==> src/rtl/rx_align_ctrl.sv <==
// rx_align_ctrl: IDELAY tap sweep and lock controller for a four-phase data
// recovery unit. Each tap is loaded, left to settle, then one window of DRU
// edge flags is counted. A window is good when enough edges are seen and one
// sample phase holds at least three quarters of them. After lock the same tap
// keeps being measured, and two bad windows in a row resume the sweep.
//
// Optional build macro: RX_ALIGN_STATS_EN adds the win_total, win_peak and
// relock_cnt outputs.
//
// state      | meaning
// -----------+----------------------------------------------------------
// WAIT_RDY   | idle until the IDELAYCTRL reports ready
// LOAD       | one-cycle tap_ld strobe with the current tap_val
// SETTLE     | SETTLE idle cycles while the delay line settles; E ignored
// MEASURE    | 2^WIN_LOG2-cycle edge count window at an unlocked tap
// EVAL       | one-cycle good/bad decision on the finished window
// LOCKED     | locked; back-to-back monitoring windows at the same tap

module rx_align_ctrl #(
   parameter int TAP_W     = 5,
   parameter int WIN_LOG2  = 10,
   parameter int SETTLE    = 16,
   parameter int MIN_EDGES = 64
) (
   input  logic             clk,
   input  logic             aresetn,
   input  logic             dly_rdy,
   input  logic [3:0]       E,
   output logic             tap_ld,
   output logic [TAP_W-1:0] tap_val,
   output logic             locked,
   output logic             sweep_fail
`ifdef RX_ALIGN_STATS_EN
  ,output logic [WIN_LOG2+2:0] win_total,
   output logic [1:0]          win_peak,
   output logic [7:0]          relock_cnt
`endif
);

   localparam int CNT_W = WIN_LOG2 + 1;
   localparam int TOT_W = WIN_LOG2 + 3;
   localparam int CMP_W = TOT_W + 2;
   localparam int SET_W = $clog2(SETTLE + 1);
   localparam int TMR_W = (WIN_LOG2 > SET_W) ? WIN_LOG2 : SET_W;
   localparam logic [TMR_W-1:0] SET_LD = TMR_W'(SETTLE - 1);
   localparam logic [TMR_W-1:0] WIN_LD = TMR_W'((2 ** WIN_LOG2) - 1);

   typedef enum logic [2:0] {
      S_WAIT_RDY,
      S_LOAD,
      S_SETTLE,
      S_MEASURE,
      S_EVAL,
      S_LOCKED
   } state_t;

   state_t             r_state;
   state_t             w_next;
   logic [TMR_W-1:0]   r_tmr;
   logic [CNT_W-1:0]   r_bucket [4];
   logic [TOT_W-1:0]   r_total;
   logic [TAP_W-1:0]   r_tap;
   logic               r_locked;
   logic               r_sweep_fail;
   logic               r_bad;

   logic               w_abort;
   logic               w_tmr_done;
   logic [2:0]         w_pop;
   logic [CNT_W-1:0]   w_max;
   logic [CMP_W-1:0]   w_max4;
   logic [CMP_W-1:0]   w_tot3;
   logic               w_good;
   logic               w_resweep;

   assign tap_val    = r_tap;
   assign locked     = r_locked;
   assign sweep_fail = r_sweep_fail;

   // Losing IDELAYCTRL ready anywhere past WAIT_RDY restarts from WAIT_RDY.
   assign w_abort    = (r_state != S_WAIT_RDY) && !dly_rdy;
   assign w_tmr_done = (r_tmr == '0);
   assign w_pop      = {2'b00, E[0]} + {2'b00, E[1]} + {2'b00, E[2]} + {2'b00, E[3]};

   // Largest bucket of the finished window.
   always_comb begin
      w_max = r_bucket[0];
      for (int i = 1; i < 4; i++) begin
         if (r_bucket[i] > w_max) w_max = r_bucket[i];
      end
   end

   // Window quality: both sides widened so 4*max and 3*total never truncate.
   always_comb begin
      w_max4 = CMP_W'({w_max, 2'b00});
      w_tot3 = CMP_W'(r_total) + CMP_W'({r_total, 1'b0});
      w_good = (32'(r_total) >= 32'(MIN_EDGES)) && (w_max4 >= w_tot3);
   end

   // A bad window moves on to the next tap unless it is the first miss after lock.
   assign w_resweep = !w_good && (!r_locked || r_bad);

   // State register.
   always_ff @(posedge clk or negedge aresetn) begin
      if (!aresetn) r_state <= S_WAIT_RDY;
      else          r_state <= w_next;
   end

   // Next-state logic.
   always_comb begin
      w_next = r_state;
      if (w_abort) begin
         w_next = S_WAIT_RDY;
      end else begin
         case (r_state)
            S_WAIT_RDY: if (dly_rdy) w_next = S_LOAD;
            S_LOAD:     w_next = S_SETTLE;
            S_SETTLE:   if (w_tmr_done) w_next = S_MEASURE;
            S_MEASURE:  if (w_tmr_done) w_next = S_EVAL;
            S_EVAL:     w_next = w_resweep ? S_LOAD : S_LOCKED;
            S_LOCKED:   if (w_tmr_done) w_next = S_EVAL;
            default:    w_next = S_WAIT_RDY;
         endcase
      end
   end

   // Outputs decoded from state only, so E has no path to any port.
   always_comb begin
      tap_ld = 1'b0;
      if (r_state == S_LOAD) tap_ld = 1'b1;
   end

   // Timer, edge counters, tap and lock bookkeeping.
   always_ff @(posedge clk or negedge aresetn) begin
      if (!aresetn) begin
         r_tmr        <= '0;
         r_total      <= '0;
         r_tap        <= '0;
         r_locked     <= 1'b0;
         r_sweep_fail <= 1'b0;
         r_bad        <= 1'b0;
         for (int i = 0; i < 4; i++) r_bucket[i] <= '0;
      end else if (w_abort) begin
         r_tmr    <= '0;
         r_total  <= '0;
         r_locked <= 1'b0;
         r_bad    <= 1'b0;
         for (int i = 0; i < 4; i++) r_bucket[i] <= '0;
      end else begin
         case (r_state)
            S_LOAD: r_tmr <= SET_LD;
            S_SETTLE: begin
               if (w_tmr_done) begin
                  r_tmr   <= WIN_LD;
                  r_total <= '0;
                  for (int i = 0; i < 4; i++) r_bucket[i] <= '0;
               end else begin
                  r_tmr <= r_tmr - TMR_W'(1);
               end
            end
            S_MEASURE, S_LOCKED: begin
               r_tmr   <= r_tmr - TMR_W'(1);
               r_total <= r_total + TOT_W'(w_pop);
               for (int i = 0; i < 4; i++) r_bucket[i] <= r_bucket[i] + CNT_W'(E[i]);
            end
            S_EVAL: begin
               r_tmr   <= WIN_LD;
               r_total <= '0;
               for (int i = 0; i < 4; i++) r_bucket[i] <= '0;
               if (w_good) begin
                  r_locked <= 1'b1;
                  r_bad    <= 1'b0;
               end else if (w_resweep) begin
                  r_locked <= 1'b0;
                  r_bad    <= 1'b0;
                  r_tap    <= r_tap + TAP_W'(1);
                  if (r_tap == '1) r_sweep_fail <= 1'b1;
               end else begin
                  r_bad <= 1'b1;
               end
            end
            default: ;
         endcase
      end
   end

`ifdef RX_ALIGN_STATS_EN
   logic [1:0] w_peak_idx;

   // Index of the largest bucket; strict compare keeps the lowest index on ties.
   always_comb begin
      w_peak_idx = 2'd0;
      for (int i = 1; i < 4; i++) begin
         if (r_bucket[i] > r_bucket[w_peak_idx]) w_peak_idx = 2'(i);
      end
   end

   // Window statistics captured at each decision.
   always_ff @(posedge clk or negedge aresetn) begin
      if (!aresetn) begin
         win_total  <= '0;
         win_peak   <= '0;
         relock_cnt <= '0;
      end else if (r_state == S_EVAL && !w_abort) begin
         win_total <= r_total;
         win_peak  <= w_peak_idx;
         if (r_locked && w_resweep && relock_cnt != 8'hFF) relock_cnt <= relock_cnt + 8'd1;
      end
   end
`endif

endmodule

==> config.mk <==
export PLATFORM = sky130hd
export DESIGN_NAME = rx_align_ctrl
export DESIGN_NICKNAME = d
export VERILOG_FILES = /design/src/rtl/rx_align_ctrl.sv
export SDC_FILE = /design/constraint.sdc
export NUM_CORES = 1
export LEC_CHECK = 0
export ABC_AREA = 0
export CAP_MARGIN = 10
export CORE_MARGIN = 2
export CORE_UTILIZATION = 35
export DETAILED_ROUTE_END_ITERATION = 8
export PLACE_DENSITY = 0.5
export SLEW_MARGIN = 20
export SYNTH_ARGS = -nofsm -noshare
export SYNTH_HDL_FRONTEND = slang
export SYNTH_SLANG_ARGS = --single-unit
export TNS_END_PERCENT = 5
==> constraint.sdc <==
create_clock -name clk -period 6.4 [get_ports clk]
set_input_delay 0.64 -clock clk [delete_from_list [all_inputs] [get_ports clk]]
set_output_delay 0.64 -clock clk [all_outputs]
set_load 0.05 [all_outputs]
==> results.md, run 1 <==
Global routing:
- The number of global-route vias before repair is 6110.
- In the global route stage, overall resource usage came out at 0.192.
- In this run the most used layer during global routing was met2.
- The number of antenna violations at the first check in global routing is 0.
- The total overflow left after global routing is 0.
- The global routing met1 resource utilization is 0.261.
- The first global-routing pass estimated 30.9 mm of wire.
- In the global route stage, met2 resource usage came out at 0.319.
- The maximum number of pins on one net before global-route repair is 57.
- The fraction of met3 tracks used by global routing is 0.0251.

Yosys:
- Counting flops with an async set or reset pin after synthesis yields a share of 1.00.
- The synthesized cell area is 0.00656 mm2.
- Among all flip-flop cells after synthesis, the most frequent one is sky130_fd_sc_hd__dfrtp_1.
- During synthesis, Yosys emitted a total of 0 warnings.
- Synthesis produced a netlist whose cell count is 789.
- The number of storage elements in the synthesis netlist is 78.
- The register area share after synthesis is 0.298.
- The per-instance average area after synthesis is 8.31 um2.
- The synthesized design contains 0 enable-type register cells.
- The distinct cell type count of the synthesized netlist is 59.
- The post-synthesis net count is 884.

Cells and area:
- The final layout net count is 954.
- The post-route non-filler standard cell count is 1098.
- The number of diodes is 0.
- Of the cells placed in the final design, the portion with a size suffix greater than 1 is 0.184.
- The area growth from synthesis to layout is 25.4%.
- The summed area of non-filler cells in the final layout is 0.00822 mm2.
- The library cells used most frequently in the layout, excluding fill and tap cells, are sky130_fd_sc_hd__o21ai_0 (88), sky130_fd_sc_hd__dfrtp_1 (78), sky130_fd_sc_hd__ha_1 (74).
- Leaving out fill and tap cells, the most frequent cell in the layout is sky130_fd_sc_hd__o21ai_0.

Power and ir drop:
- The sequential share of power is 0.162.
- The internal power summed over all cells is 1.98 mW.
- Summed over all nets, the switching power comes to 1.50 mW.
- Power spread over the standard cell area amounts to 423 mW/mm2.
- The maximum vdd drop is 0.253 mV.
- The share of total power dissipated in the clock network is 0.151.
- The share of total power dissipated in combinational logic is 0.686.
- Of the total power, the share spent switching nets is 0.431.
- The design draws 3.48 mW.
- The analysis attributes to cell leakage a power of 3.73 nW.

Routing:
- The total wirelength of the detailed-routed design is 18.8 mm.
- After detailed routing, the number of remaining DRC violations is 0.
- In the final routed layout, each cell accounts on average for 17.1 um.
- Dividing the detail-routed via count by the number of cells gives 5.61.
- The number of violations reported at the end of detailed-routing iteration 0 is 352.
- The number of detailed-routing iterations run before antenna repair is 4.
- The number of antenna-violating nets in the routed design is 0.
- The overall via count from detail_route is 6159.

STA:
- Setup violations remaining at the end of the flow were counted as 2.
- The total count of hold-check failures in the final report was 0.
- The total count of max-transition violations in the final report is 0.
- Measured against its own limit, the worst slew margin works out to 0.302.
- The smallest clock period supported by the final layout is computed as 6.44 ns.
- Setup repair after global routing could not meet its margin everywhere.
- The final clock period utilization by the worst path is 1.01.
- The maximum achievable frequency is 155 MHz.
- The post-route worst setup slack is -0.0413 ns.
- The post-route clock skew is 0.0133 ns.
- For the pin with the worst max-slew slack, the measured transition is 1.05 ns.

Clock network:
- The clock transition at the registers of the reported paths is 0.07 ns.
- The clock reaches the later pin of the worst-skew pair after 0.35 ns.
- In this run, CTS created clock tree buffers numbering 9.
- The root cell of the clock tree is sky130_fd_sc_hd__clkbuf_16.
- The count of H-tree levels built during CTS is 3.
- The clock net in this run drives a total of 78 sinks.
- The post-cts hold buffer count is 0.
- The longest clock path from root to sink contains 2 buffers.
- The clock tree from TritonCTS is yes.

Floorplanning:
- From left edge to right edge, the die measures 141 um.
- The floorplan die area is 0.0198 mm2.
- The height of the die is 141 um.
- The starting density of the core is 0.354.
- The number of placed I/O pins is 15.
- After floorplanning, the core was sized to cover 0.0185 mm2.
- The floorplan has 50 rows.

Worst setup path:
- The worst setup slack for register-to-register paths is -0.04 ns.
- The buffering stage count on the worst path with inverters included is 4.
- The required time of the worst setup path is 6.63 ns.
- The logic depth of the worst path, buffers included is 29.
- The startpoint of the most critical register-to-register path is r_bucket[30].
- STA classifies the critical path endpoint as a flip-flop.
- The type of the setup path with the least slack is flip-flop to flip-flop.
- For the worst setup path, the data arrival time is 6.67 ns.
- In this run the critical register-to-register path is captured at tap_val[1].
- The critical path starts at r_bucket[30].
- The critical-path cell with the highest stage delay is sky130_fd_sc_hd__dfrtp_1.
- The maximum net fanout on the critical path is 10.
- Measured in cells, the most critical reg-to-reg path has a length of 29.
- STA classifies the critical path startpoint as a flip-flop.
- The delay of the slowest critical-path stage is 0.41 ns.
- The cell type group with the largest total delay on the critical path is compound AO/OA/AOI/OAI gates.

Run status:
- The checks that failed: negative setup slack.
- The run finished, with violations left.

Place:
- The number of placed instances, taps included, is 1068.
- The HPWL after detailed placement is 13.2 mm.
- After detailed placement, the total cell area comes to 0.00737 mm2.
- The count of input and output buffers is 14.
- Routability-driven placement finished with a final weighted congestion of 0.874.
- Timing analysis after detailed placement gives a worst setup slack of -1.06 ns.

Min path:
- In this run the worst hold path is classified as primary input to async pin.

Run:
- The max-cap violation count is 0.
-- registers in the layout, summed over array words and instances (netlist names) --
name,flops
r_bucket,44
r_total,13
r_tmr,10
tap_val,5
r_state,3
locked,1
r_bad,1
sweep_fail,1
-- per-layer routing --
layer / wire length [um] / vias to the layer above
met5: 0 / -
li1: - / 3063
met2: 8900 / 87
met1: 9120 / 2987
met3: 460 / 22
met4: 301 / 0
-- per-stage QoR --
stage               TNS (ns)  hold WS (ns)  utilization
floorplan                  0         0.344            -
global placement       -6.96         0.447        0.398
detailed placement     -9.14         0.452        0.398
CTS                  -0.0576         0.189        0.429
global route           -2.87         0.203        0.444
finish               -0.0731         0.178        0.444
-- how the worst max path moves through the flow --
stage                       endpoint  slack [ns]
after floorplan           tap_val[1]        0.05
after global placement    tap_val[4]       -0.82
after detailed placement  tap_val[1]       -1.06
after CTS                 tap_val[2]       -0.03
after global routing      tap_val[2]       -0.35
final                     tap_val[1]       -0.04
-- worst register-to-register path, delay by kind of cell (launching register included) --
kind,cells,cell delay [ns]
AOI/OAI and AO/OA,13,2.53
DFF,1,0.41
muxes,2,0.51
and+or+nand+nor,6,1.15
adders and majority gates,4,1.12
buffers and inverters,4,0.62
-- power groups by stage --
stage | Sequential (mW) | Clock [mW] | Combinational (mW)
after detailed placement | 0.574 | 0 | 1.81
after floorplan | 0.568 | 0 | 1.19
after CTS | 0.564 | 0.541 | 2.14
final | 0.565 | 0.527 | 2.39
after global placement | 0.571 | 0 | 1.77
after global routing | 0.571 | 0.567 | 2.62
-- cell usage after synthesis (5+ instances only) --
master                     count  area share
sky130_fd_sc_hd__xnor2_1       5      0.0067
sky130_fd_sc_hd__a221oi_1     12       0.016
sky130_fd_sc_hd__a31oi_1      21       0.020
sky130_fd_sc_hd__o21ai_0      98       0.075
sky130_fd_sc_hd__dfrtp_1      78        0.30
sky130_fd_sc_hd__nor3_1       14       0.011
sky130_fd_sc_hd__and3b_1       9       0.012
sky130_fd_sc_hd__mux2i_1      10       0.015
sky130_fd_sc_hd__o21a_1        7      0.0080
sky130_fd_sc_hd__a21o_1       17       0.019
sky130_fd_sc_hd__o41ai_1       7      0.0094
sky130_fd_sc_hd__a21boi_0      5      0.0057
sky130_fd_sc_hd__nand2_1      54       0.031
sky130_fd_sc_hd__xor2_1        8       0.011
sky130_fd_sc_hd__a21oi_1      41       0.031
sky130_fd_sc_hd__ha_1         84        0.16
sky130_fd_sc_hd__nor3b_1       7      0.0080
sky130_fd_sc_hd__and3_1       20       0.019
sky130_fd_sc_hd__nor2_1       75       0.043
sky130_fd_sc_hd__nand4_1      17       0.016
sky130_fd_sc_hd__o22ai_1       6      0.0057
sky130_fd_sc_hd__inv_1        42       0.024
sky130_fd_sc_hd__or2_2         5      0.0048
sky130_fd_sc_hd__nor2b_1       7      0.0067
sky130_fd_sc_hd__or3_1         8      0.0076
sky130_fd_sc_hd__a22o_1       10       0.013
sky130_fd_sc_hd__nand3_1      26       0.020
sky130_fd_sc_hd__clkbuf_1     29       0.017
sky130_fd_sc_hd__o21ai_1      12      0.0092
-- area by class of cell --
class	count	area [um2]
clock buffers	11	233
clock inverters	5	60.1
fillers	1825	10300
inverters	42	158
multi-input cells	635	4740
flip-flops and latches	78	1950
well taps	234	293
repair buffers	93	779
-- kinds of logic (layout without fill, tap and decap cells) --
kind of cell / Yosys count / count (layout) / synth area share
muxes: 12 / 12 / 0.0187
adders and majority gates: 88 / 88 / 0.173
DFF: 78 / 78 / 0.298
xor gates and xnor gates: 13 / 13 / 0.0174
AOI/OAI and AO/OA: 265 / 265 / 0.251
buffers and inverters: 76 / 151 / 0.0464
and+or+nand+nor: 257 / 257 / 0.196
-- repair_timing --
item | CTS | global route
pin swaps | 27 | 28
gates resized for setup | 44 | 38
cloned | 1 | 0
setup endpoints to repair | 9 | 9
setup buffers | 6 | 13
(Power assumes the default switching activity.)
==> inputs of run 2 (changes only) <==
Settings changed: PLACE_DENSITY 0.5 to 0.53.
==> results.md, run 2 (same netlist as run 1, synthesis figures left out) <==
Run status:
- The flow ran to the end, but the final reports show violations.
- The final reports fail on negative setup slack.

Power and ir drop:
- The net switching share of the total power is 0.426.
- The reported net switching power is 1.48 mW.
- For this design the static power due to leakage is 3.72 nW.
- The fraction of power consumed by combinational cells is 0.680.
- The share of total power dissipated in the clock network is 0.157.
- Of the total power, registers draw 0.163.
- The maximum vdd drop is 0.264 mV.
- Internal power comes to 1.99 mW.
- The power per unit of standard cell area is 428 mW/mm2.

Cells and area:
- The number of diodes is 0.
- At the end of the flow, the number of nets in the layout was 953.
- The most common cell after layout, fill and taps aside is sky130_fd_sc_hd__o21ai_0.
- The share of cells above drive strength 1 is 0.172.
- The number of filler instances in the final layout is 1840.
- Summing all flip-flop and latch instances after layout gives 0.00195 mm2.
- More flip-flops sit in one register than any other, and that register is r_bucket.
- The largest registers in the layout are r_bucket: 44 flops, r_total: 13 flops, r_tmr: 10 flops.
- The library cells used most frequently in the layout, excluding fill and tap cells, are sky130_fd_sc_hd__o21ai_0 (89), sky130_fd_sc_hd__dfrtp_1 (78), sky130_fd_sc_hd__ha_1 (77).
- The footprint of the multi-input gates is 0.00465 mm2.
- The register with the most flip-flops in the layout has 44 of them.
- After routing the design area is 0.00809 mm2.
- The synthesis-to-layout area growth is 23.5%.

STA:
- The worst path in the final design needs a cycle of 6.46 ns, including I/O delays and setup.
- At the pin with the least slew margin, the transition time is 1.09 ns.
- Setup repair after global routing could not meet its margin everywhere.
- The total count of max-transition violations in the final report is 0.
- The post-route clock skew is 0.00462 ns.
- On the final layout, the worst hold slack is 0.346 ns.
- Setup slack on the critical path of the routed design comes to -0.0589 ns.
- The total count of hold-check failures in the final report is 0.
- The final-report setup violation count is 5.
- The worst pin sits at a relative slew slack of 0.254.
- For this run, the top clock speed supported by timing is 155 MHz.
- Dividing the final minimum period by the clock period gives 1.01.

Worst setup path:
- In this run the worst path has a maximum fanout of 10.
- The worst register-to-register path has a depth of 32.
- STA classifies the critical path endpoint as a flip-flop.
- The worst setup path is launched from a flip-flop.
- In this design, the critical path's most frequently occurring cell is sky130_fd_sc_hd__a21oi_2.
- The required time of the worst setup path is 6.63 ns.
- The type of the setup path with the least slack is flip-flop to flip-flop.
- The critical-path cell with the highest stage delay is sky130_fd_sc_hd__or3_1.
- Across all register-to-register paths, the minimum setup slack is -0.06 ns.
- The cell family contributing the most delay on the critical path is compound AO/OA/AOI/OAI gates.
- The reg-to-reg critical path endpoint is tap_val[1].
- The arrival time at the worst endpoint is 6.69 ns.
- The delay of the slowest critical-path stage is 0.40 ns.
- The buffering stage count on the worst path with inverters included is 5.
- The startpoint of the most critical register-to-register path is r_bucket[41].

Place:
- The final weighted congestion in routability-driven placement is 0.818.
- The cell area after placement is 0.00740 mm2.
- The HPWL after detailed placement is 12.5 mm.
- The count of input and output buffers is 14.

Routing:
- The number of DRC violations after detailed routing is 0.
- In this run, the number of DRC markers left after iteration 0 of detailed routing was 292.
- The met3 layer wire length in the routed design is 513 um.
- The highest signal layer in the routed design is met4.
- After detailed routing, the met2 layer carries 8.39 mm of wire.
- After detailed routing, the wire length on met1 is 9.01 mm.
- The number of antenna-violating nets in the routed design is 0.
- The routed wirelength normalized by instance count is 16.6 um.
- The total wirelength of the detailed-routed design is 18.2 mm.
- Dividing the detail-routed via count by the number of cells gives 5.55.
- The number of detailed-routing iterations run before antenna repair is 6.
- For this block, the via count after detailed routing is 6080.

Global routing:
- Entering global routing, the biggest net connects 79 pins.
- The wire length of the first global-routing pass is 30.2 mm.
- The number of antenna violations at the first check in global routing was 0.
- Global routing finished with a remaining overflow of 0.
- In the global route stage, overall resource usage came out at 0.188.
- The number of global-route vias before repair is 5796.

Clock network:
- Counting along the longest clock path gives a buffer depth of 2.
- The root buffer cell chosen for the clock tree is sky130_fd_sc_hd__clkbuf_16.
- Clock tree synthesis found a total of 78 sinks.
- The clock transition at the registers of the reported paths is 0.06 ns.
- The clock tree from TritonCTS is yes.
- The clock buffer count from CTS is 9.
- In this run the number of H-tree levels came out at 3.
- At the later pin of the worst-skew pair, clock insertion delay measures 0.34 ns.

Floorplanning:
- The starting density of the core is 0.354.
- The height of the die is 141 um.
- The number of core rows is 50.
- The chip width is 141 um.
- The floorplan step defined a die boundary enclosing 0.0198 mm2.
- The number of placed I/O pins is 15.
- The floorplan step defined a core boundary enclosing 0.0185 mm2.

Run:
- Max-cap violations in this run came to 0.

Min path:
- In this run the worst hold path is classified as primary input to async pin.
run 2: how the worst max path moves through the flow:
stage / from / depth (start not counted) / end / slack (ns)
after floorplan: r_bucket[30] / 30 / tap_val[1] / 0.05
after global placement: r_bucket[30] / 30 / tap_val[4] / -0.35
after detailed placement: r_bucket[41] / 31 / tap_val[4] / -0.49
after CTS: r_bucket[32] / 30 / sweep_fail / 0.008
after global routing: r_bucket[36] / 32 / sweep_fail / -0.35
final: r_bucket[41] / 32 / tap_val[1] / -0.06
run 2: routing by layer:
metal  vias up  global-route usage
met2        86               0.304
li1       3064                   -
met3        18              0.0258
met5         -                   0
met1      2912               0.264
met4         0              0.0558
run 2: cell type report:
type                       count  share of cell area
clock buffer                  13              0.0334
clock inverter                 2             0.00479
inverter                      42              0.0195
multi-input combinational    637               0.575
sequential                    78               0.241
tap                          234              0.0362
timing repair buffer          90              0.0901
run 2: power groups by stage:
stage	sequential (mW)	combinational (mW)	clock, mW
final	0.564	2.36	0.545
after global routing	0.572	2.59	0.586
after CTS	0.564	2.07	0.568
after detailed placement	0.572	1.80	0
after global placement	0.573	1.80	0
after floorplan	0.568	1.19	0
run 2: what timing repair did:
item                                    CTS  global route
endpoints found under the hold margin     0             0
buffers inserted                          3             4
endpoints found under the setup margin    9             9
pin swaps                                18            19
hold buffers                              0             0
gates resized for setup                  41            21
gates cloned                              2             1
run 2: stage by stage:
step                std cells  setup TNS [ns]   util  power (mW)  setup slack (ns)
floorplan                 789               0      -        1.76            0.0550
global placement         1072           -2.72  0.400        2.37            -0.347
detailed placement       1072           -3.84  0.400        2.38            -0.488
CTS                      1091               0  0.429        3.20           0.00766
global route             1096           -2.79  0.437        3.74            -0.346
finish                   1096          -0.153  0.437        3.47           -0.0589
==> inputs of run 3 (changes only) <==
Settings changed: CTS_CLUSTER_SIZE from default to 30.
==> results of run 3 <==
Same layout as run 2: the final DEF is identical, and so are final timing and power.
